File: src/rtl/alu_iterative_if.sv
// alu_iterative_if: request/result bundle between the core control logic and alu_iterative.
// The core drives the master modport; the ALU implements the slave modport.
interface alu_iterative_if #(
  parameter int unsigned DATA_WIDTH = 32
);
  logic                  start_i;
  logic [3:0]            ALU_OP_i;
  logic [DATA_WIDTH-1:0] ALU_IN_1_i;
  logic [DATA_WIDTH-1:0] ALU_IN_2_i;
  logic                  busy_o;
  logic                  done_o;
  logic [DATA_WIDTH-1:0] ALU_RESULT_o;
  logic                  ZERO_o;

  modport master (
    output start_i, ALU_OP_i, ALU_IN_1_i, ALU_IN_2_i,
    input  busy_o, done_o, ALU_RESULT_o, ZERO_o
  );

  modport slave (
    input  start_i, ALU_OP_i, ALU_IN_1_i, ALU_IN_2_i,
    output busy_o, done_o, ALU_RESULT_o, ZERO_o
  );
endinterface

File: src/rtl/alu_iterative.sv
// alu_iterative: multi-cycle integer ALU with a start/busy/done handshake.
// Logic, add/sub and compares finish in one cycle. Shifts run one bit per cycle
// unless ALU_FAST_SHIFT_EN is defined, which builds a single-cycle barrel shifter
// and removes the shift FSM (busy_o is then tied low).
module alu_iterative #(
  parameter int unsigned DATA_WIDTH  = 32,
  parameter int unsigned SHAMT_WIDTH = $clog2(DATA_WIDTH)
) (
  input logic            clk,
  input logic            rst,
  alu_iterative_if.slave bus
);

  localparam logic [3:0] OpAnd  = 4'b0000;
  localparam logic [3:0] OpOr   = 4'b0001;
  localparam logic [3:0] OpSum  = 4'b0010;
  localparam logic [3:0] OpEq   = 4'b0011;
  localparam logic [3:0] OpSll  = 4'b0100;
  localparam logic [3:0] OpSrl  = 4'b0101;
  localparam logic [3:0] OpSra  = 4'b0111;
  localparam logic [3:0] OpXor  = 4'b1000;
  localparam logic [3:0] OpNor  = 4'b1001;
  localparam logic [3:0] OpSub  = 4'b1010;
  localparam logic [3:0] OpGe   = 4'b1100;
  localparam logic [3:0] OpGeU  = 4'b1101;
  localparam logic [3:0] OpSlt  = 4'b1110;
  localparam logic [3:0] OpSltU = 4'b1111;

  localparam logic [DATA_WIDTH-2:0] CmpPad = '0;

  logic [DATA_WIDTH-1:0]  a, b;
  logic [3:0]             op;
  logic [SHAMT_WIDTH-1:0] shamt;
  logic                   lt_s, lt_u;
  logic [DATA_WIDTH-1:0]  op_result;
  logic [DATA_WIDTH-1:0]  result_q, result_d;
  logic                   done_q, done_d;

  assign a     = bus.ALU_IN_1_i;
  assign b     = bus.ALU_IN_2_i;
  assign op    = bus.ALU_OP_i;
  assign shamt = b[SHAMT_WIDTH-1:0];
  assign lt_s  = $signed(a) < $signed(b);
  assign lt_u  = a < b;

  // Single-cycle result for the current inputs; compares are zero-extended to bit 0.
  always_comb begin
    op_result = '0;
    case (op)
      OpAnd:  op_result = a & b;
      OpOr:   op_result = a | b;
      OpSum:  op_result = a + b;
      OpEq:   op_result = {CmpPad, a == b};
`ifdef ALU_FAST_SHIFT_EN
      OpSll:  op_result = a << shamt;
      OpSrl:  op_result = a >> shamt;
      OpSra:  op_result = $signed(a) >>> shamt;
`else
      // Only reached with a zero shift amount; non-zero shifts go through the FSM.
      OpSll, OpSrl, OpSra: op_result = a;
`endif
      OpXor:  op_result = a ^ b;
      OpNor:  op_result = ~(a | b);
      OpSub:  op_result = a - b;
      OpGe:   op_result = {CmpPad, ~lt_s};
      OpGeU:  op_result = {CmpPad, ~lt_u};
      OpSlt:  op_result = {CmpPad, lt_s};
      OpSltU: op_result = {CmpPad, lt_u};
      default: op_result = '0;
    endcase
  end

`ifdef ALU_FAST_SHIFT_EN

  // Every request completes on the edge that accepts it.
  always_comb begin
    result_d = result_q;
    done_d   = 1'b0;
    if (bus.start_i) begin
      result_d = op_result;
      done_d   = 1'b1;
    end
  end

  // Result and done registers.
  always_ff @(posedge clk or posedge rst) begin
    if (rst) begin
      result_q <= '0;
      done_q   <= 1'b0;
    end else begin
      result_q <= result_d;
      done_q   <= done_d;
    end
  end

  assign bus.busy_o = 1'b0;

`else

  typedef enum logic {StIdle, StShift} state_e;

  state_e                 state_q, state_d;
  logic [DATA_WIDTH-1:0]  work_q, work_d;
  logic [SHAMT_WIDTH-1:0] count_q, count_d;
  logic                   shl_q, shl_d;
  logic                   fill_q, fill_d;
  logic                   is_shift;
  logic [DATA_WIDTH-1:0]  work_shifted;

  assign is_shift = (op == OpSll) || (op == OpSrl) || (op == OpSra);

  // fill_q holds the bit entering at the MSB: 0 for logical, original A[MSB] for arithmetic.
  assign work_shifted = shl_q ? {work_q[DATA_WIDTH-2:0], 1'b0}
                              : {fill_q, work_q[DATA_WIDTH-1:1]};

  // Next-state logic: accept in idle, one shift step per cycle in StShift.
  always_comb begin
    state_d  = state_q;
    work_d   = work_q;
    count_d  = count_q;
    shl_d    = shl_q;
    fill_d   = fill_q;
    result_d = result_q;
    done_d   = 1'b0;
    case (state_q)
      StIdle: begin
        if (bus.start_i) begin
          if (is_shift && (shamt != '0)) begin
            work_d  = a;
            count_d = shamt;
            shl_d   = (op == OpSll);
            fill_d  = (op == OpSra) && a[DATA_WIDTH-1];
            state_d = StShift;
          end else begin
            result_d = op_result;
            done_d   = 1'b1;
          end
        end
      end
      StShift: begin
        work_d  = work_shifted;
        count_d = count_q - SHAMT_WIDTH'(1);
        if (count_q == SHAMT_WIDTH'(1)) begin
          result_d = work_shifted;
          done_d   = 1'b1;
          state_d  = StIdle;
        end
      end
      default: state_d = StIdle;
    endcase
  end

  // State, working register and result registers; reset discards any in-flight shift.
  always_ff @(posedge clk or posedge rst) begin
    if (rst) begin
      state_q  <= StIdle;
      work_q   <= '0;
      count_q  <= '0;
      shl_q    <= 1'b0;
      fill_q   <= 1'b0;
      result_q <= '0;
      done_q   <= 1'b0;
    end else begin
      state_q  <= state_d;
      work_q   <= work_d;
      count_q  <= count_d;
      shl_q    <= shl_d;
      fill_q   <= fill_d;
      result_q <= result_d;
      done_q   <= done_d;
    end
  end

  assign bus.busy_o = (state_q == StShift);

`endif

  assign bus.done_o       = done_q;
  assign bus.ALU_RESULT_o = result_q;
  assign bus.ZERO_o       = (result_q == '0);

endmodule

File: src/flat_wrapper.sv
// flat-port wrapper written by rule: the top's interface ports become plain ports
module alu_iterative_flat 
#(
  parameter int unsigned DATA_WIDTH  = 32,
  parameter int unsigned SHAMT_WIDTH = $clog2(DATA_WIDTH)
)
  (clk, rst, bus_start_i, bus_ALU_OP_i, bus_ALU_IN_1_i, bus_ALU_IN_2_i, bus_busy_o, bus_done_o, bus_ALU_RESULT_o, bus_ZERO_o);
  alu_iterative_if #(.DATA_WIDTH(DATA_WIDTH)) bus_i ();
  input logic clk;
  input logic rst;
  input wire logic [$bits(bus_i.start_i)-1:0] bus_start_i;
  input wire logic [$bits(bus_i.ALU_OP_i)-1:0] bus_ALU_OP_i;
  input wire logic [$bits(bus_i.ALU_IN_1_i)-1:0] bus_ALU_IN_1_i;
  input wire logic [$bits(bus_i.ALU_IN_2_i)-1:0] bus_ALU_IN_2_i;
  output wire logic [$bits(bus_i.busy_o)-1:0] bus_busy_o;
  output wire logic [$bits(bus_i.done_o)-1:0] bus_done_o;
  output wire logic [$bits(bus_i.ALU_RESULT_o)-1:0] bus_ALU_RESULT_o;
  output wire logic [$bits(bus_i.ZERO_o)-1:0] bus_ZERO_o;
  assign bus_i.start_i = bus_start_i;
  assign bus_i.ALU_OP_i = bus_ALU_OP_i;
  assign bus_i.ALU_IN_1_i = bus_ALU_IN_1_i;
  assign bus_i.ALU_IN_2_i = bus_ALU_IN_2_i;
  assign bus_busy_o = bus_i.busy_o;
  assign bus_done_o = bus_i.done_o;
  assign bus_ALU_RESULT_o = bus_i.ALU_RESULT_o;
  assign bus_ZERO_o = bus_i.ZERO_o;
  alu_iterative #(.DATA_WIDTH(DATA_WIDTH), .SHAMT_WIDTH(SHAMT_WIDTH)) u_core (.clk(clk), .rst(rst), .bus(bus_i));
endmodule
File: config.mk
export PLATFORM = sky130hd
export DESIGN_NAME = alu_iterative_flat
export DESIGN_NICKNAME = d
export VERILOG_FILES = /design/src/rtl/alu_iterative_if.sv /design/src/rtl/alu_iterative.sv /design/src/flat_wrapper.sv
export SDC_FILE = /design/constraint.sdc
export NUM_CORES = 1
export LEC_CHECK = 0
export CELL_PAD_IN_SITES_DETAIL_PLACEMENT = 0
export CELL_PAD_IN_SITES_GLOBAL_PLACEMENT = 2
export CORE_ASPECT_RATIO = 0.7
export CORE_MARGIN = 5
export CORE_UTILIZATION = 30
export DETAILED_ROUTE_END_ITERATION = 12
export PLACE_DENSITY_LB_ADDON = 0.3
export SYNTH_ARGS = -nofsm -noshare
export SYNTH_HDL_FRONTEND = slang
export SYNTH_SLANG_ARGS = --single-unit
File: constraint.sdc
create_clock -name clk -period 2.6 [get_ports clk]
set_clock_uncertainty 0.1 [all_clocks]
set_input_delay 0.78 -clock clk [delete_from_list [all_inputs] [get_ports clk]]
set_output_delay 0.78 -clock clk [all_outputs]
set_load 0.03 [all_outputs]
==> results.yml <==
outcome:
  status: "complete, but fails checks"
  violations: "setup timing"
setup_path:
  cp-start-kind: "primary input"
  cp_top_family: "compound AO/OA/AOI/OAI gates"
  crit_path_max_incr_delay_ps: 340
  cpMaxStageDelayCell: "o31a_1"
  reg2reg_from: "u_core.count_q[1]"
  path_cells: "buf_8 -> clkinvlp_4 -> ha_4 -> or2_4 -> a221oi_4 -> o31a_1 -> a211oi_4 -> o31ai_4 -> a311o_1 -> a21oi_2 -> o2111a_1 -> a211o_1 -> a22o_1"
  path_buf_inv: 2
  arrival_ps: 3600
  rrSetupSlack_ps: 120
  r2r_end: "u_core.bus.ALU_RESULT_o[31]"
  r2r.worst_path.cells: 8
  cp_max_fo: 3
  critPathKind: "primary input to register"
  worstPathRequired_ps: 2750
  critPathCaptureType: "register"
synth:
  yosys-top-cells-area: "dfrtp_1 20%, ha_1 14%, a21oi_1 7.7%, nor2_1 6.1%, o21ai_0 4.9%"
  synth_cell_types: 76
  avgSynthCellArea_um2: 7.34
  syn_nets: 1393
  synth.top_cell.area_share_pct: 20.4
  netlist.top_cell.by_area: "dfrtp_1"
  async_flop_share_pct: 100
  synth_area_mm2: 0.00894
  ys_seq_area_share_pct: 20.4
  ys_warn_count: 0
  ys_seq_elements: 73
  synth_cells: 1219
  synth.most_common_cell: "nor2_1"
  synth_edf_count: 0
  synth_common_cells: "145 x nor2_1, 137 x a21oi_1, 112 x nand2_1"
  synthFlopType: "dfrtp_1"
clock_network:
  cts_buffers: 9
  cts.reportedPaths.clkPinSlew_ps: 70
  ctsRootBufferMaster: "clkbuf_16"
  htreeDepth: 3
  cts.hold.buffers_added: 0
  cts_tree: "yes"
  clock_latency_ps: 360
  cts_buffer_depth: 2
  numClockSinks: 73
routing:
  via_count: 11406
  drt-initial-drc-count: 1110
  final_antenna_net_count: 0
  wirelength_mm: 44.8
  drc: 0
  viasPerCell: 5.44
  drtPass1Iterations: 6
  post_drt_wl_per_cell_um: 21.4
grt:
  grt_max_degree: 74
  grt_util_all_layers_pct: 25.6
  antenna_found_initial: 0
  gr-total-overflow: 0
  grt_first_pass_wirelength_mm: 66.8
  grt_pass1_vias: 11025
pwr:
  p_leak_nw: 7.12
  ir_worst_vdd_v: 0.000335
  power.total_mw: 8.41
  p_per_area_mw_per_mm2: 539
floorplan:
  dieArea_mm2: 0.0334
  fp.coreArea_mm2: 0.0291
  initial_core_util_pct: 30.7
  row_count: 52
  dieHeight_um: 154
  ios: 106
  die_w_um: 216
sta:
  worst_pin_slew_ps: 576
  fin_crit_sh_pct: 132
  rsz0062_at_grt: "yes"
  final-setup-viol-count: 27
  slew_violations: 0
  tns_ps: -15490
  max_slew_margin_pct: 61.4
  hold_viol_final: 0
  period_needed_ps: 3440
  fin_ws_ps: -844
  fmax_mhz: 290
hold_path:
  hold_end: "u_core.fill_q"
  hold_path_class: "register to register"
  hold_start: "u_core.fill_q"
  hold_depth: 2
placed_design:
  place_congestion: 0.998
  dp_hpwl_mm: 34.8
  placed_area_mm2: 0.0137
  io_buffers: 105
final_layout:
  fillerInstances: 2797
  synthToLayoutAreaGrowth_pct: 74.5
  design_area_mm2: 0.0156
  nNetsFinal: 1886
  diodes: 0
  drive_gt1_share_pct: 45.5
flow_run:
  cap_violations: 0
-- sequential cells by signal (all words and copies together), names as in the netlist --
| name | flops |
|---|---|
| u_core.bus.done_o | 1 |
| u_core.count_q | 5 |
| u_core.fill_q | 1 |
| u_core.bus.ALU_RESULT_o | 32 |
| u_core.work_q | 32 |
| u_core.shl_q | 1 |
| u_core.bus.busy_o | 1 |
-- layout make-up --
type	count	area (um2)	share of cell area, %
clock buffer	11	253	1.62
clock inverter	5	30.0	0.192
inverter	101	440	2.82
multi-input combinational	961	7780	49.8
sequential	73	1830	11.7
tap	378	473	3.03
timing repair buffer	566	4810	30.8
-- cell families after synthesis --
logic type	Yosys count	share of synthesized area (%)
AOI/OAI and AO/OA	438	32.8
and+or+nand+nor	376	18.9
buffers and inverters	185	8.02
adders and majority gates	103	14.6
DFF	73	20.4
muxes	37	4.59
xor gates and xnor gates	7	0.685
-- power by group --
part	internal [mW]	total (mW)	switching, mW
clock network	0.696	1.28	0.582
registers	1.56	2.08	0.519
logic	2.36	5.05	2.69
total	4.62	8.41	3.79
-- worst max-delay path by stage --
| stage | from | to | cells after the start |
|---|---|---|---|
| global placement | bus_ALU_IN_1_i[1] | u_core.bus.ALU_RESULT_o[31] | 13 |
| global route | bus_ALU_IN_1_i[6] | u_core.bus.ALU_RESULT_o[21] | 13 |
| detailed placement | bus_ALU_IN_1_i[1] | u_core.bus.ALU_RESULT_o[31] | 13 |
| floorplan | bus_ALU_IN_1_i[1] | u_core.bus.ALU_RESULT_o[31] | 12 |
| CTS | bus_ALU_IN_1_i[6] | u_core.bus.ALU_RESULT_o[21] | 14 |
| finish | bus_ALU_IN_1_i[1] | u_core.bus.ALU_RESULT_o[31] | 13 |
-- what timing repair did --
| action | in CTS | in global routing |
|---|---|---|
| setup buffers | 48 | 11 |
| setup endpoints to repair | 63 | 33 |
| resized for setup | 352 | 110 |
| pin swaps | 111 | 78 |
-- metal layers --
layer / share of wire [%] / track usage [%] / vias to the layer above
li1: - / - / 5418
met1: 50 / 40.1 / 5514
met2: 41 / 36.9 / 439
met3: 7.2 / 4.53 / 35
met4: 1.2 / 4.09 / 0
met5: 0 / 0 / -
-- tightest hold or removal path: cells and delay by family, from the launching register on --
family	cells	cell delay, ps
and+or+nand+nor	1	50
AOI/OAI and AO/OA	1	50
DFF	1	340
-- cells in the final DEF (no fill, tap or decap), types with 7 or more instances in the layout --
cell type          n
nor3_1            15
clkdlybuf4s50_1   58
nor3_2             7
a21o_1            17
nor2_2             7
a222oi_1           7
nand2b_1           8
nor4_1             7
o211ai_1          11
inv_1             58
ha_4              28
buf_6             47
buf_12            14
o31ai_2            7
nor2b_1            9
nand2_1          108
clkbuf_16          9
dfrtp_1           72
o21ai_0           60
buf_4            409
inv_2             29
ha_1              68
a22oi_1            8
nor2_1           132
o22ai_1            7
a31oi_1           18
nand3_1            8
nand4_1           11
o21ai_1           20
a21oi_1          105
mux2_2            31
buf_2             11
o21bai_1          10
o21ai_2            8
a221oi_1          11
a221oi_2           7
dlygate4sd2_1     15
a221o_1           18
a21oi_2           28
-- per-stage QoR --
| step | util, % | setup slack [ps] | hold WS, ps | cells |
|---|---|---|---|---|
| after floorplan | - | -882 | 345 | 1219 |
| after global placement | 47.0 | -1670 | 370 | 2033 |
| after detailed placement | 47.0 | -1760 | 369 | 2033 |
| after CTS | 51.9 | -856 | 383 | 2089 |
| after global routing | 53.6 | -925 | 425 | 2095 |
| final | 53.6 | -844 | 378 | 2095 |
(Power assumes the default switching activity.)
==> patch: new RTL, config.mk and constraints unchanged <==
Take the reset off `result_q` and load it in a clocked block of its own.
--- a/src/rtl/alu_iterative.sv
+++ b/src/rtl/alu_iterative.sv
@@ -158,7 +158,6 @@
       count_q  <= '0;
       shl_q    <= 1'b0;
       fill_q   <= 1'b0;
-      result_q <= '0;
       done_q   <= 1'b0;
     end else begin
       state_q  <= state_d;
@@ -166,9 +165,12 @@
       count_q  <= count_d;
       shl_q    <= shl_d;
       fill_q   <= fill_d;
-      result_q <= result_d;
       done_q   <= done_d;
     end
+  end
+
+  always_ff @(posedge clk) begin
+    result_q <= result_d;
   end
 
   assign bus.busy_o = (state_q == StShift);
Formal check against the unedited RTL: not equivalent (Yosys sat finds a counterexample within 4 cycles, from zero or initial values and one cycle with rst high).
==> patch against the original RTL <==
  * The flow still finishes with violations (setup timing)
  * Total power is 0.11% lower
  * Die area is 4.4% higher
  * Routed wire length is 7.5% higher
  * Area after synthesis is 4.7% higher
  * Global-route usage is 1.2 points higher
  * Sequential cell count stayed put
  * Critical path depth is 4 higher
  * Worst setup slack better by 0.16 ns
  * Final area is 7.4% higher
  * Largest power group unchanged
==> patch: results (changes against the original RTL) <==
metric;value;unit;change
status;finished with violations;;
failed_checks;setup timing;;
synth_fa_ha_area_share;13.93;%;-0.65 points
hold_ws;0.4192;ns;+0.04145 ns
slowest_stage;fa_2;;
fillers;2988;;+6.8%
syn_nets;1383;;-0.72%
die_width;221.1;um;+2.2%
min_from;u_core.work_q[0];;
drt-met1-wl;23450;um;+4.3%
nClkBuffers;10;;-1
ys_seq_area_share;21.22;%;+0.80 points
synth-xor-area-share;0.8420;%;+0.16 points
grtUsageMet3;6.209;%;+1.7 points
arrival;3.42;ns;-0.18 ns
finalSetupViolations;28;;+3.7%
grt_pass1_vias;11910;;+8.0%
fin_ws;-0.6790;ns;+0.1649 ns
dr_wl_met2;19340;um;+4.4%
min_to;u_core.work_q[0];;
wirelength;48130;um;+7.5%
synth.area.top_cells;ha_1 (13%), dfrtp_1 (11%), edfxtp_1 (10%);;
gr-usage-met1;39.76;%;-0.31 points
crit_path_end;u_core.bus.ALU_RESULT_o[14];;
dp_hpwl;37680;um;+8.3%
drt_iter0_markers;998;;-10%
inverters;108;;+6.9%
reg2reg_setup_slack;0.23;ns;+0.11 ns
synth-edff-count;32;;+32
synthMuxAreaShare;4.638;%;+0.050 points
place_inst;2091;;+2.9%
holdPathStages;1;;-1
n_all_buffers;611;;+8.0%
placed_area;14500;um^2;+5.9%
synthCells;1209;;-0.82%
startpoint;bus_ALU_IN_1_i[0];;
multi_input_comb_cells;950;;-1.1%
first_pass_iters;5;;-1
relSlewSlack;62.66;%;+1.3 points
r2r-end;u_core.bus.ALU_RESULT_o[15];;
grt_pass1_wl;72460;um;+8.5%
met3_wirelength;4179;um;+30%
instances_no_fill;2178;;+4.0%
## patch: cell types whose count changed in the layout (fill, tap and decap cells not counted), moves of 12 or more
cell and change:
a21oi_2 -12, dfrtp_1 -32, a21oi_1 -39, nor2_1 -29
ha_1 -15, buf_6 +12, edfxtp_1 +32, buf_4 +32
## patch: worst register-to-register path, cell delays in order, from the launching register on
cell,delay (ns)
dfrtp_1,0.40
buf_4,0.18
mux2_2,0.34
nand2_1,0.15
nand4_1,0.25
nor2_1,0.15
o21ai_0,0.10
a31oi_1,0.22
a211oi_2,0.10
buf_4,0.15
## patch: report_power, final
group | switching [mW] | internal, mW | leakage (nW) | total, mW
Combinational | 2.75 | 2.38 | 6.40 | 5.13
Sequential | 0.316 | 1.63 | 0.839 | 1.95
Clock | 0.584 | 0.738 | 0.136 | 1.32
## patch: what timing repair did
item | 4_1_cts | 5_1_grt
setup buffers | 57 | 20
endpoints found under the setup margin | 96 | 42
gates cloned | 0 | 1
pin swaps | 131 | 52
resized for setup | 445 | 86
